==> src/rtl/dfd_pkg.sv <==
// Shared definitions for the DFD APB CSR fabric: region codes, FSM states and target numbering.
// Target order is MCR, TR, then all CLA, all NTR and all DST instances.
package dfd_pkg;

   localparam int MAX_NUM_TRACE_INST = 8;
   localparam int DFD_APB_DATA_WIDTH = 32;
   localparam int DFD_APB_ADDR_WIDTH = 23;
   localparam int TGT_IDX_W          = 5;

   localparam logic [3:0] REG_MCR = 4'd0;
   localparam logic [3:0] REG_TR  = 4'd1;
   localparam logic [3:0] REG_CLA = 4'd2;
   localparam logic [3:0] REG_NTR = 4'd3;
   localparam logic [3:0] REG_DST = 4'd4;

   typedef enum logic [1:0] {
      IDLE = 2'd0,
      WAIT = 2'd1,
      RESP = 2'd2
   } fab_state_t;

   // MCR and TR are singletons, so the instance field is ignored for them.
   function automatic logic [TGT_IDX_W-1:0] tgt_index(input logic [3:0] region,
                                                       input logic [2:0] inst,
                                                       input int         num_inst);
      int idx;
      case (region)
         REG_MCR: idx = 0;
         REG_TR:  idx = 1;
         REG_CLA: idx = 2 + int'(inst);
         REG_NTR: idx = 2 + num_inst + int'(inst);
         REG_DST: idx = 2 + 2 * num_inst + int'(inst);
         default: idx = 0;
      endcase
      return TGT_IDX_W'(idx);
   endfunction

endpackage

==> src/rtl/dfd_apb_addr_decode.sv <==
// Combinational APB address decode: target index, register offset and decode error.
// Zero latency; no flow control of its own.
module dfd_apb_addr_decode
   import dfd_pkg::*;
#(
   parameter int NUM_INST = MAX_NUM_TRACE_INST,
   parameter int ADDR_W   = DFD_APB_ADDR_WIDTH
) (
   input  logic [ADDR_W-1:0]    paddr,
   output logic [TGT_IDX_W-1:0] sel,
   output logic [11:0]          offset,
   output logic                 dec_err
);

   logic [2:0] inst;
   logic [3:0] region;
   logic       inst_bad;
   logic       hi_bad;

   assign inst     = paddr[18:16];
   assign region   = paddr[15:12];
   assign offset   = paddr[11:0];
   assign hi_bad   = |(paddr >> 19);
   assign inst_bad = (region >= REG_CLA) && (int'(inst) >= NUM_INST);
   assign dec_err  = (region > REG_DST) | inst_bad | (paddr[1:0] != 2'b00) | hi_bad;
   assign sel      = tgt_index(region, inst, NUM_INST);

endmodule

==> src/rtl/dfd_apb_csr_fabric.sv <==
// APB slave fanning out to one-hot CSR targets; one access in flight, response one cycle after ack.
// Unacked accesses time out after TIMEOUT wait cycles with pslverr; psel dropping mid-wait aborts silently.
module dfd_apb_csr_fabric
   import dfd_pkg::*;
#(
   parameter int  NUM_INST = MAX_NUM_TRACE_INST,
   parameter int  DATA_W   = DFD_APB_DATA_WIDTH,
   parameter int  ADDR_W   = DFD_APB_ADDR_WIDTH,
   parameter int  TIMEOUT  = 64,
   localparam int NUM_TGT  = 2 + 3 * NUM_INST
) (
   input  logic                      clk,
   input  logic                      reset,
   input  logic                      psel,
   input  logic                      penable,
   input  logic                      pwrite,
   input  logic [ADDR_W-1:0]         paddr,
   input  logic [DATA_W-1:0]         pwdata,
   input  logic [DATA_W/8-1:0]       pstrb,
   output logic                      pready,
   output logic                      pslverr,
   output logic [DATA_W-1:0]         prdata,
   output logic [NUM_TGT-1:0]        tgt_req,
   output logic                      tgt_we,
   output logic [11:0]               tgt_addr,
   output logic [DATA_W-1:0]         tgt_wdata,
   output logic [DATA_W/8-1:0]       tgt_wstrb,
   input  logic [NUM_TGT-1:0]        tgt_ack,
   input  logic [NUM_TGT-1:0]        tgt_err,
   input  logic [NUM_TGT*DATA_W-1:0] tgt_rdata,
   output logic [15:0]               timeout_cnt
);

   fab_state_t           state;
   fab_state_t           state_nxt;
   logic [TGT_IDX_W-1:0] dec_sel;
   logic [11:0]          dec_offset;
   logic                 dec_err;
   logic [15:0]          wait_cnt;
   logic [NUM_TGT-1:0]   req_q;
   logic                 err_q;
   logic [DATA_W-1:0]    rdata_q;
   logic                 start;
   logic                 ack_hit;
   logic                 to_hit;
   logic                 abort;
   logic                 ack_sel;
   logic                 err_sel;
   logic [DATA_W-1:0]    rdata_sel;

   dfd_apb_addr_decode #(
      .NUM_INST (NUM_INST),
      .ADDR_W   (ADDR_W)
   ) u_decode (
      .paddr   (paddr),
      .sel     (dec_sel),
      .offset  (dec_offset),
      .dec_err (dec_err)
   );

   // req_q is one-hot on the selected target, so masking with it ignores every other target.
   assign ack_sel = |(tgt_ack & req_q);
   assign err_sel = |(tgt_err & req_q);

   always_comb begin
      rdata_sel = '0;
      for (int i = 0; i < NUM_TGT; i++) begin
         if (req_q[i]) begin
            rdata_sel = rdata_sel | tgt_rdata[i*DATA_W +: DATA_W];
         end
      end
   end

   always_ff @(posedge clk or posedge reset) begin
      if (reset) begin
         state <= IDLE;
      end else begin
         state <= state_nxt;
      end
   end

   always_comb begin
      state_nxt = state;
      start     = 1'b0;
      ack_hit   = 1'b0;
      to_hit    = 1'b0;
      abort     = 1'b0;
      case (state)
         IDLE: begin
            if (psel && !penable) begin
               start     = 1'b1;
               state_nxt = dec_err ? RESP : WAIT;
            end
         end
         WAIT: begin
            if (!psel) begin
               abort     = 1'b1;
               state_nxt = IDLE;
            end else if (ack_sel) begin
               ack_hit   = 1'b1;
               state_nxt = RESP;
            end else if (wait_cnt == 16'(TIMEOUT - 1)) begin
               to_hit    = 1'b1;
               state_nxt = RESP;
            end
         end
         RESP:    state_nxt = IDLE;
         default: state_nxt = IDLE;
      endcase
   end

   always_ff @(posedge clk or posedge reset) begin
      if (reset) begin
         req_q       <= '0;
         tgt_we      <= 1'b0;
         tgt_addr    <= '0;
         tgt_wdata   <= '0;
         tgt_wstrb   <= '0;
         err_q       <= 1'b0;
         rdata_q     <= '0;
         wait_cnt    <= '0;
         timeout_cnt <= '0;
      end else begin
         if (start) begin
            tgt_we    <= pwrite;
            tgt_addr  <= dec_offset;
            tgt_wdata <= pwdata;
            tgt_wstrb <= pstrb;
            err_q     <= dec_err;
            rdata_q   <= '0;
            wait_cnt  <= '0;
            req_q     <= dec_err ? '0 : (NUM_TGT'(1) << dec_sel);
         end
         if (state == WAIT) begin
            wait_cnt <= wait_cnt + 16'd1;
            if (ack_hit) begin
               req_q   <= '0;
               err_q   <= err_sel;
               rdata_q <= tgt_we ? '0 : rdata_sel;
            end
            if (to_hit) begin
               req_q   <= '0;
               err_q   <= 1'b1;
               rdata_q <= '0;
               if (timeout_cnt != 16'hFFFF) begin
                  timeout_cnt <= timeout_cnt + 16'd1;
               end
            end
            if (abort) begin
               req_q <= '0;
            end
         end
      end
   end

   assign tgt_req = req_q;
   assign pready  = (state == RESP);
   assign pslverr = (state == RESP) && err_q;
   assign prdata  = ((state == RESP) && !err_q) ? rdata_q : '0;

endmodule

==> config.mk <==
export PLATFORM = sky130hd
export DESIGN_NAME = dfd_apb_csr_fabric
export DESIGN_NICKNAME = d
export VERILOG_FILES = /design/src/rtl/dfd_pkg.sv /design/src/rtl/dfd_apb_addr_decode.sv /design/src/rtl/dfd_apb_csr_fabric.sv
export SDC_FILE = /design/constraint.sdc
export NUM_CORES = 1
export LEC_CHECK = 0
export BUFFER_PORTS_ARGS = -buffer_cell sky130_fd_sc_hd__buf_4
export CELL_PAD_IN_SITES_DETAIL_PLACEMENT = 1
export CELL_PAD_IN_SITES_GLOBAL_PLACEMENT = 2
export CORE_AREA = 5 5 415 417
export CTS_BUF_LIST = sky130_fd_sc_hd__clkbuf_16
export DETAILED_ROUTE_END_ITERATION = 8
export DIE_AREA = 0 0 420 422
export HOLD_SLACK_MARGIN = 0.12
export PLACE_DENSITY = 0.37
export SYNTH_ARGS = -nofsm -noshare
export SYNTH_HDL_FRONTEND = slang
export SYNTH_SLANG_ARGS = --single-unit
==> constraint.sdc <==
create_clock -name clk -period 4.9 [get_ports clk]
set_input_delay 0.245 -clock clk [delete_from_list [all_inputs] [get_ports clk]]
set_output_delay 0.245 -clock clk [all_outputs]
set_load 0.005 [all_outputs]
* Yosys cells after proc, flatten, opt, wreduce, memory -nomap -nowiden *
Index checks and enable logic that the tools add are counted.

cells by class
  $add $sub $neg = 5
  multiply operators = 0
  divide/modulo/power cells = 0
  magnitude comparators = 1
  equal/unequal tests = 10
  shift operators = 1
  multiplexer cells = 62
  bitwise gates (word level) = 29
  reductions and logical operators = 13

operators with widths
  operator               number
  $mux 32                32
  $or 32x32->32          25
  $mux 26                6
  $and 26x26->26         2
  $reduce_or 26->1       2
  $add 16x1->16 const B  2
  $mux 16                2
  $shl 1x5->26 const A   1
  $pmux 5 s4             1
  $eq 16x6->1 const B    1
  $ne 16x16->1 const B   1
  $mux 1                 15
  $mux 2                 5
  $eq 4x2->1 const B     2
  $add 4x3->5 const A    1
  $add 5x3->5 const A    1
  $add 2x3->4 const A    1
  $eq 4x1->1 const B     1
  $eq 4x3->1 const B     1
  $gt 4x3->1 const B     1
  $ne 4x4->1 const B     1
  $pmux 2 s2             1
  $reduce_bool 2->1      2
  $reduce_or 4->1        1
  9 further kinds        13

word-level totals
  bits in registers = 142
  bits in latches = 0
  RAM bits = 0
  ROM bits = 0
  output and inout port bits = 125
  word-level logic and storage cells = 131
  memories kept = 0

* Logic depth before layout (Yosys ltp) *
Gate-level depths: netlist (run 1).

  depth after elaboration = 55
  depth in mapped cells = 10
  mapped depth without buffers = 7

* Hierarchy *
A second synthesis (run 1) with hierarchy kept.

second synthesis, totals
  cell total of the unflattened synthesis = 1333
  area total of the unflattened synthesis = 11105.7 um^2

by module, submodules not included
  module               instances  cells each  area each (um^2)
  dfd_apb_csr_fabric   1          1300        10852.9
  dfd_apb_addr_decode  1          33          252.7

* Worst setup path after synthesis (run 1) *
OpenSTA, ideal clock, no wires.

  path kind = register to register
  start point = reg wait_cnt[13]
  end point = reg timeout_cnt[1]
  library setup time = 128 ps
  arrival = 1873 ps
  setup slack = 2899 ps
  stages on the path, launching flop included = 6
  buffers on the path = 0
  path through = dfrtp_1 -> or4_4 -> nor4_2 -> nand3_2 -> nor2_1 -> mux2_1

between the ends
  cells in the longest elaborated chain, start to end = 6

ends and longest elaborated chain
  item                               line                       source
  start: declaration                 dfd_apb_csr_fabric.sv:39   logic [15:0] wait_cnt;
  start signal: assignment           dfd_apb_csr_fabric.sv:135  wait_cnt <= wait_cnt + 16'd1;
  $eq 16x6->1                        dfd_apb_csr_fabric.sv:102  end else if (wait_cnt == 16'(TIMEOUT - 1)) begin
  $mux 1                             dfd_apb_csr_fabric.sv:102
  $mux 1                             dfd_apb_csr_fabric.sv:99   end else if (ack_sel) begin
  $mux 1                             dfd_apb_csr_fabric.sv:96   if (!psel) begin
  $mux 1                             dfd_apb_csr_fabric.sv:88   case (state)
  $reduce_and 3->1 (no source line)  --
  end signal: assignment             dfd_apb_csr_fabric.sv:146  timeout_cnt <= timeout_cnt + 16'd1;
  end: declaration                   dfd_apb_csr_fabric.sv:31   output logic [15:0] timeout_cnt

Every way passes these cells.
A chain may end at the register's enable or synchronous reset.

* Worst setup path in the final report (run 1) *
  start point = reg req_q[25] (netlist: tgt_req[25])
  end point = reg rdata_q[7]

between the ends
  cells in the longest elaborated chain, start to end = 8
  elaborated cells between the ends (all ways) = 13

ends and longest elaborated chain
  item                      line                       source
  start: declaration        dfd_apb_csr_fabric.sv:40   logic [NUM_TGT-1:0] req_q;
  start signal: assignment  dfd_apb_csr_fabric.sv:132  req_q <= dec_err ? '0 : (NUM_TGT'(1) << dec_sel);
  $and 26x26->26            dfd_apb_csr_fabric.sv:62   assign ack_sel = |(tgt_ack & req_q);
  $reduce_or 26->1          dfd_apb_csr_fabric.sv:62
  $mux 1                    dfd_apb_csr_fabric.sv:99
  $mux 1                    dfd_apb_csr_fabric.sv:96
  $mux 1                    dfd_apb_csr_fabric.sv:88
  $mux 32                   dfd_apb_csr_fabric.sv:136  if (ack_hit) begin
  $mux 32 *                 dfd_apb_csr_fabric.sv:141  if (to_hit) begin
  $mux 32 *                 dfd_apb_csr_fabric.sv:134  if (state == WAIT) begin
  end signal: assignment    dfd_apb_csr_fabric.sv:139  rdata_q <= tgt_we ? '0 : rdata_sel;
  end: declaration          dfd_apb_csr_fabric.sv:42   logic [DATA_W-1:0] rdata_q;

Every way passes the cells marked *; elsewhere a longest branch is shown, timed or not.

==> impl_metrics.yaml, run 1 <==
grt:
  grt_pass1_wl_mm: 216.0
  grt_pass1_vias: 18670
  overflow: 0
  grt_use_total_pct: 18.78
  antenna_found_initial: 91
  grt_max_degree: 91
power_and_ir_drop:
  pwr-share-comb_pct: 27.3
  power_mw: 3.658
  p_leak_nw: 10.07
  p_clk_share_pct: 38.0
  p_int_mw: 2.556
  vdd_ir_drop_max_mv: 0.2716
  p_seq_share_pct: 34.7
  switchingPower_mw: 1.103
  power_density_mw_per_mm2: 160.0
  switching_share_pct: 30.14
synthesis:
  synth_seq_cells: 142
  yosysSeqAreaShare_pct: 32.29
  synth_warnings: 0
  synth_nets: 2301
  synth-edff-count: 0
  synth_top_cell_by_area: "dfrtp_1"
  synth_ff_type: "dfrtp_1"
  post-synth-top-area-fraction_pct: 32.29
  async_flop_share_pct: 100.0
  synth_cell_types: 54
  ys_top_cells_by_area: "dfrtp_1 32%, a22oi_1 23%, nand2_1 7.1%"
  synthCells: 1350
  syn_area_mm2: 0.01100
  synth.avg_cell_area_um2: 8.150
timing:
  maxSlewHeadroom_pct: 25.36
  tightest_slew_ns: 1.120
  max_freq_mhz: 305.2
  worst_hold_slack_ns: 0.1939
  layout_setup_ws_ns: 1.624
  final.setup.tns_ns: 0
  setup_viol: 0
  hold_viol_final: 0
  final.min_clock_period_ns: 3.276
  slew_viol_final: 0
  clock_skew_ns: 0.02941
  post-route-period-util_pct: 66.86
  rsz0062_at_grt: "no"
cts:
  clk_latency_ns: 0.51
  ctsResizeCount: 0
  clk_path_buf_depth: 2
  cts_sinks: 142
  post_cts_buffers: 0
  cts-root-buf: "clkbuf_16"
  htree_levels: 4
  cts_tree: "yes"
  cts_made_buffers: 17
  clk_pin_slew_worst_paths_ns: 0.08
  hold_buffers: 53
critical_path:
  worstPathCellList: "a22oi_1 > nand3_1 > nor3_1 > and2_1 > or3_2 > o22ai_1"
  slowest_delay_ns: 0.80
  crit_fanout: 32
  required_ns: 5.24
  rrSetupSlack_ns: 1.62
  start_kind: "flip-flop"
  worstPathArrival_ns: 3.62
  end_kind: "flip-flop"
  crit_type: "reg -> reg"
  crit_path_top_delay_cell: "or3_2"
route:
  wl_per_cell_um: 37.37
  drc_errors: 0
  via_per_inst: 3.754
  drtPass1Iterations: 5
  final_antenna_net_count: 0
  drt-initial-drc-count: 1181
  vias: 17500
  drt_wl_total_mm: 174.2
floorplan:
  coreArea_mm2: 0.1683
  initial_core_util_pct: 6.536
  design.die.area_mm2: 0.1772
  row_count: 151
  die_y_um: 422
  fp.dieW_um: 420
  ios: 1073
finish:
  area_growth_pct: 107.9
  layout_common_cells: "1117 x buf_4, 334 x a22oi_1, 207 x nand2_1"
  final_common_cell: "buf_4"
  drive_above_1_share_pct: 49.92
  final_nets: 3350
  stdcell_area_mm2: 0.02287
min_path:
  worstHoldPathType: "in -> reg"
job:
  cap_violations: 0
placed_design:
  dp_slack_ns: 1.422
  place_area_mm2: 0.02170
  port_buffers: 1072
  dp_hpwl_mm: 147.8
  place.gp.congestion: 0.8617
status:
  status: "completed"
cell usage after synthesis (all sizes together) (5+ instances only):
cell	instances
buf	40
nor3	49
xor2	14
a22oi	334
nand3	49
o21ai	18
a221oi	69
and2	34
nor4	10
nand4	75
clkbuf	101
a22o	67
o22ai	32
dfrtp	142
inv	8
nor2	47
nand2	208
a31oi	5
final timing paths:
check,from,end,cells past startpoint
setup / recovery,tgt_req[25],rdata_q[7],6
hold / removal,tgt_rdata[365],rdata_q[13],5
setup reg to reg,tgt_req[25],rdata_q[7],6
hold reg to reg,tgt_wdata[17],tgt_wdata[17],2
max in group asynchronous,reset,tgt_req[1],4
min in group asynchronous,reset,tgt_wdata[2],3
sequential cells by signal, indices dropped and copies added, names as in the netlist, 2 cells and up:
name         cells
tgt_req         26
rdata_q         32
wait_cnt        16
tgt_addr        12
state            2
tgt_wdata       32
timeout_cnt     16
tgt_wstrb        4
power by group through the flow:
stage	sequential (mW)	clock (mW)	combinational, mW
3_3_place_gp	1.29	0	0.981
5_1_grt	1.28	1.51	1.07
3_5_place_dp	1.29	0	0.978
4_1_cts	1.27	1.48	1.01
6_report	1.27	1.39	0.998
2_1_floorplan	1.29	0	0.110
per-stage QoR:
stage	utilization, %	cells
final	13.59	4662
after global routing	13.57	4654
after CTS	13.54	4630
after detailed placement	12.89	4545
after global placement	12.89	4545
after floorplan	-	1350
per-layer routing:
metal	track usage (%)	part of all wire, %	up-vias
li1	-	-	7502
met1	20.51	38	9076
met2	35.64	55	728
met3	3.758	4.8	180
met4	6.515	2.8	14
met5	0	0.049	-
cell type report:
class                   count  area (um^2)
clock inverters            15        137.6
repair buffers           1171         8936
multi-input cells        1059         6875
fillers                 20010       145500
inverters                   8        37.54
flip-flops and latches    142         3603
clock buffers              17        425.4
diodes                     32        80.08
well taps                2218         2775
cell families after synthesis:
| kind of cell | Yosys count | share of synthesized area [%] |
|---|---|---|
| compound gates | 541 | 37.76 |
| simple gates | 495 | 22.46 |
| fa+ha+maj | 3 | 0.3412 |
| flops | 142 | 32.29 |
| mux | 5 | 0.4662 |
| xor+xnor | 15 | 1.194 |
| buf+inv | 149 | 5.481 |
worst max-delay path, delay by kind of cell (launching register included):
| family | cells | cell delay, ns |
|---|---|---|
| AND/OR/NAND/NOR | 4 | 1.88 |
| flip-flops | 1 | 0.70 |
| AO/OA/AOI/OAI | 2 | 0.47 |
(Power assumes the default switching activity.)
==> run 2, diff against run 1 <==
==> constraint.sdc (replaced) <==
create_clock -name clk -period 3.08 [get_ports clk]
set_input_delay 0.154 -clock clk [delete_from_list [all_inputs] [get_ports clk]]
set_output_delay 0.154 -clock clk [all_outputs]
set_load 0.005 [all_outputs]
==> run 2 against run 1 <==
First-iteration DRC count increased by 11%. Cell area increased by 6.7%. Clock power increased by 65%. Routed wire length increased by 1.5%. Global-route usage increased by 0.29 points. Flip-flop and latch count unchanged. Critical path depth increased by 2. Worst hold slack got worse by 0.029 ns. Sequential share of layout area decreased by 0.99 points. Power increased by 63%. Largest power group unchanged. Final cell count increased by 3.2%.
==> impl_metrics.yaml, run 2 (synthesis results as in run 1) <==
timing:
  max_freq_mhz: 333.2
  final.setup.tns_ns: 0
  clock_skew_ns: 0.01906
  maxSlewHeadroom_pct: 34.03
  rsz0062_at_grt: "no"
  slew_viol_final: 0
  layout_setup_ws_ns: 0.07923
  final.min_clock_period_ns: 3.001
  post-route-period-util_pct: 97.43
  hold_viol_final: 0
  tightest_slew_ns: 0.9895
  setup_viol: 0
grt:
  grt_pass1_wl_mm: 219.8
  grt_max_degree: 115
  overflow: 0
  grt_pass1_vias: 19220
  antenna_found_initial: 80
  grt_use_total_pct: 19.07
power_and_ir_drop:
  power_density_mw_per_mm2: 245.1
  switching_share_pct: 29.91
  p_clk_share_pct: 38.6
  pwr-share-comb_pct: 27.6
  p_seq_share_pct: 33.8
  p_leak_nw: 10.80
  switchingPower_mw: 1.788
  p_int_mw: 4.191
  vdd_ir_drop_max_mv: 0.4779
placed_design:
  dp_slack_ns: 0.2877
  place.gp.congestion: 0.8760
  port_buffers: 1072
  place_area_mm2: 0.02229
  dp_hpwl_mm: 150.8
floorplan:
  coreArea_mm2: 0.1683
  row_count: 151
  initial_core_util_pct: 6.536
  ios: 1073
  fp.dieW_um: 420
  design.die.area_mm2: 0.1772
  die_y_um: 422
critical_path:
  worstPathCellList: "buf_4 > buf_4 > a22oi_1 > dlygate4sd3_1 > nand3_1 > dlygate4sd3_1 > nor3_1 > o22ai_1"
  r2r_cells: 8
  crit_family: "buffers and inverters"
  path_depth: 8
  end_kind: "flip-flop"
  required_ns: 3.44
  slowest_delay_ns: 0.58
  crit_fanout: 18
  worst-path-buf-inv: 4
  worstPathArrival_ns: 3.36
  crit_type: "reg -> reg"
  start_kind: "flip-flop"
  crit_path_top_delay_cell: "dlygate4sd3_1"
route:
  via_per_inst: 3.762
  drtPass1Iterations: 5
  drc_errors: 0
  wl_per_cell_um: 36.74
  vias: 18100
  drt_wl_total_mm: 176.8
  final_antenna_net_count: 0
  drt-initial-drc-count: 1306
status:
  status: "completed"
cts:
  htree_levels: 4
  clk_path_buf_depth: 2
  clk_latency_ns: 0.52
  cts_tree: "yes"
  clk_pin_slew_worst_paths_ns: 0.07
  cts_made_buffers: 17
  cts_sinks: 142
  cts-root-buf: "clkbuf_16"
finish:
  final_common_cell: "buf_4"
  drive_above_1_share_pct: 49.59
  stdcell_area_mm2: 0.02439
  layout_common_cells: "1167 x buf_4, 334 x a22oi_1, 207 x nand2_1"
  area_growth_pct: 121.7
  final_nets: 3499
job:
  cap_violations: 0
min_path:
  min_path_cells: 5
  worstHoldPathType: "in -> reg"
-- run 2: what timing repair did --
item | CTS | global route
hold buffers | 139 | 0
setup endpoints to repair | 0 | 4
hold endpoints to repair | 105 | 0
buffers inserted | 0 | 2
resized for setup | 0 | 6
-- run 2: layout make-up --
type                    instances  area [um^2]
flip-flops and latches        142         3601
well taps                    2218         2775
inverters                       8        33.78
multi-input cells            1059         6890
diodes                         33        82.58
fillers                     20040       143900
repair buffers               1320        10420
clock buffers                  17        425.4
clock inverters                15        161.4
-- run 2: metrics by stage --
stage | hold slack, ns | power, mW | util (%) | cells
2_1_floorplan | 0.2594 | 2.234 | - | 1350
3_3_place_gp | 0.3450 | 3.631 | 13.24 | 4606
3_5_place_dp | 0.3484 | 3.626 | 13.24 | 4606
4_1_cts | 0.1211 | 6.174 | 14.42 | 4777
5_1_grt | 0.1609 | 6.299 | 14.47 | 4797
6_report | 0.1652 | 5.979 | 14.49 | 4812
-- run 2: worst register-to-register path, stage by stage (launching register included) --
cell and delay [ns]:
dfrtp_2 0.43, buf_4 0.25, buf_4 0.31, a22oi_1 0.22, dlygate4sd3_1 0.58, nand3_1 0.07
dlygate4sd3_1 0.56, nor3_1 0.32, o22ai_1 0.13
-- run 2: power groups by stage --
| stage | clock, mW | sequential, mW | combinational [mW] |
|---|---|---|---|
| 2_1_floorplan | 0 | 2.06 | 0.176 |
| 6_report | 2.30 | 2.02 | 1.65 |
| 4_1_cts | 2.47 | 2.03 | 1.68 |
| 3_3_place_gp | 0 | 2.06 | 1.57 |
| 5_1_grt | 2.50 | 2.04 | 1.76 |
| 3_5_place_dp | 0 | 2.06 | 1.57 |
-- run 2: routing by layer --
layer	vias up	part of all wire, %	global-route usage [%]
li1	7803	-	-
met1	9348	39	21.40
met2	761	54	36.52
met3	178	4.6	3.224
met4	14	2.4	5.390
met5	-	0.051	0
-- run 2: path summary, 6_finish.rpt --
check | to | startpoint | slack [ns]
setup / recovery | rdata_q[17] | tgt_req[9] | 0.08
hold / removal | rdata_q[18] | tgt_rdata[690] | 0.17
setup reg to reg | rdata_q[17] | tgt_req[9] | 0.08
hold reg to reg | tgt_addr[1] | tgt_addr[1] | 0.47
max in group asynchronous | tgt_req[7] | reset | 1.87
min in group asynchronous | tgt_wstrb[1] | reset | 0.40
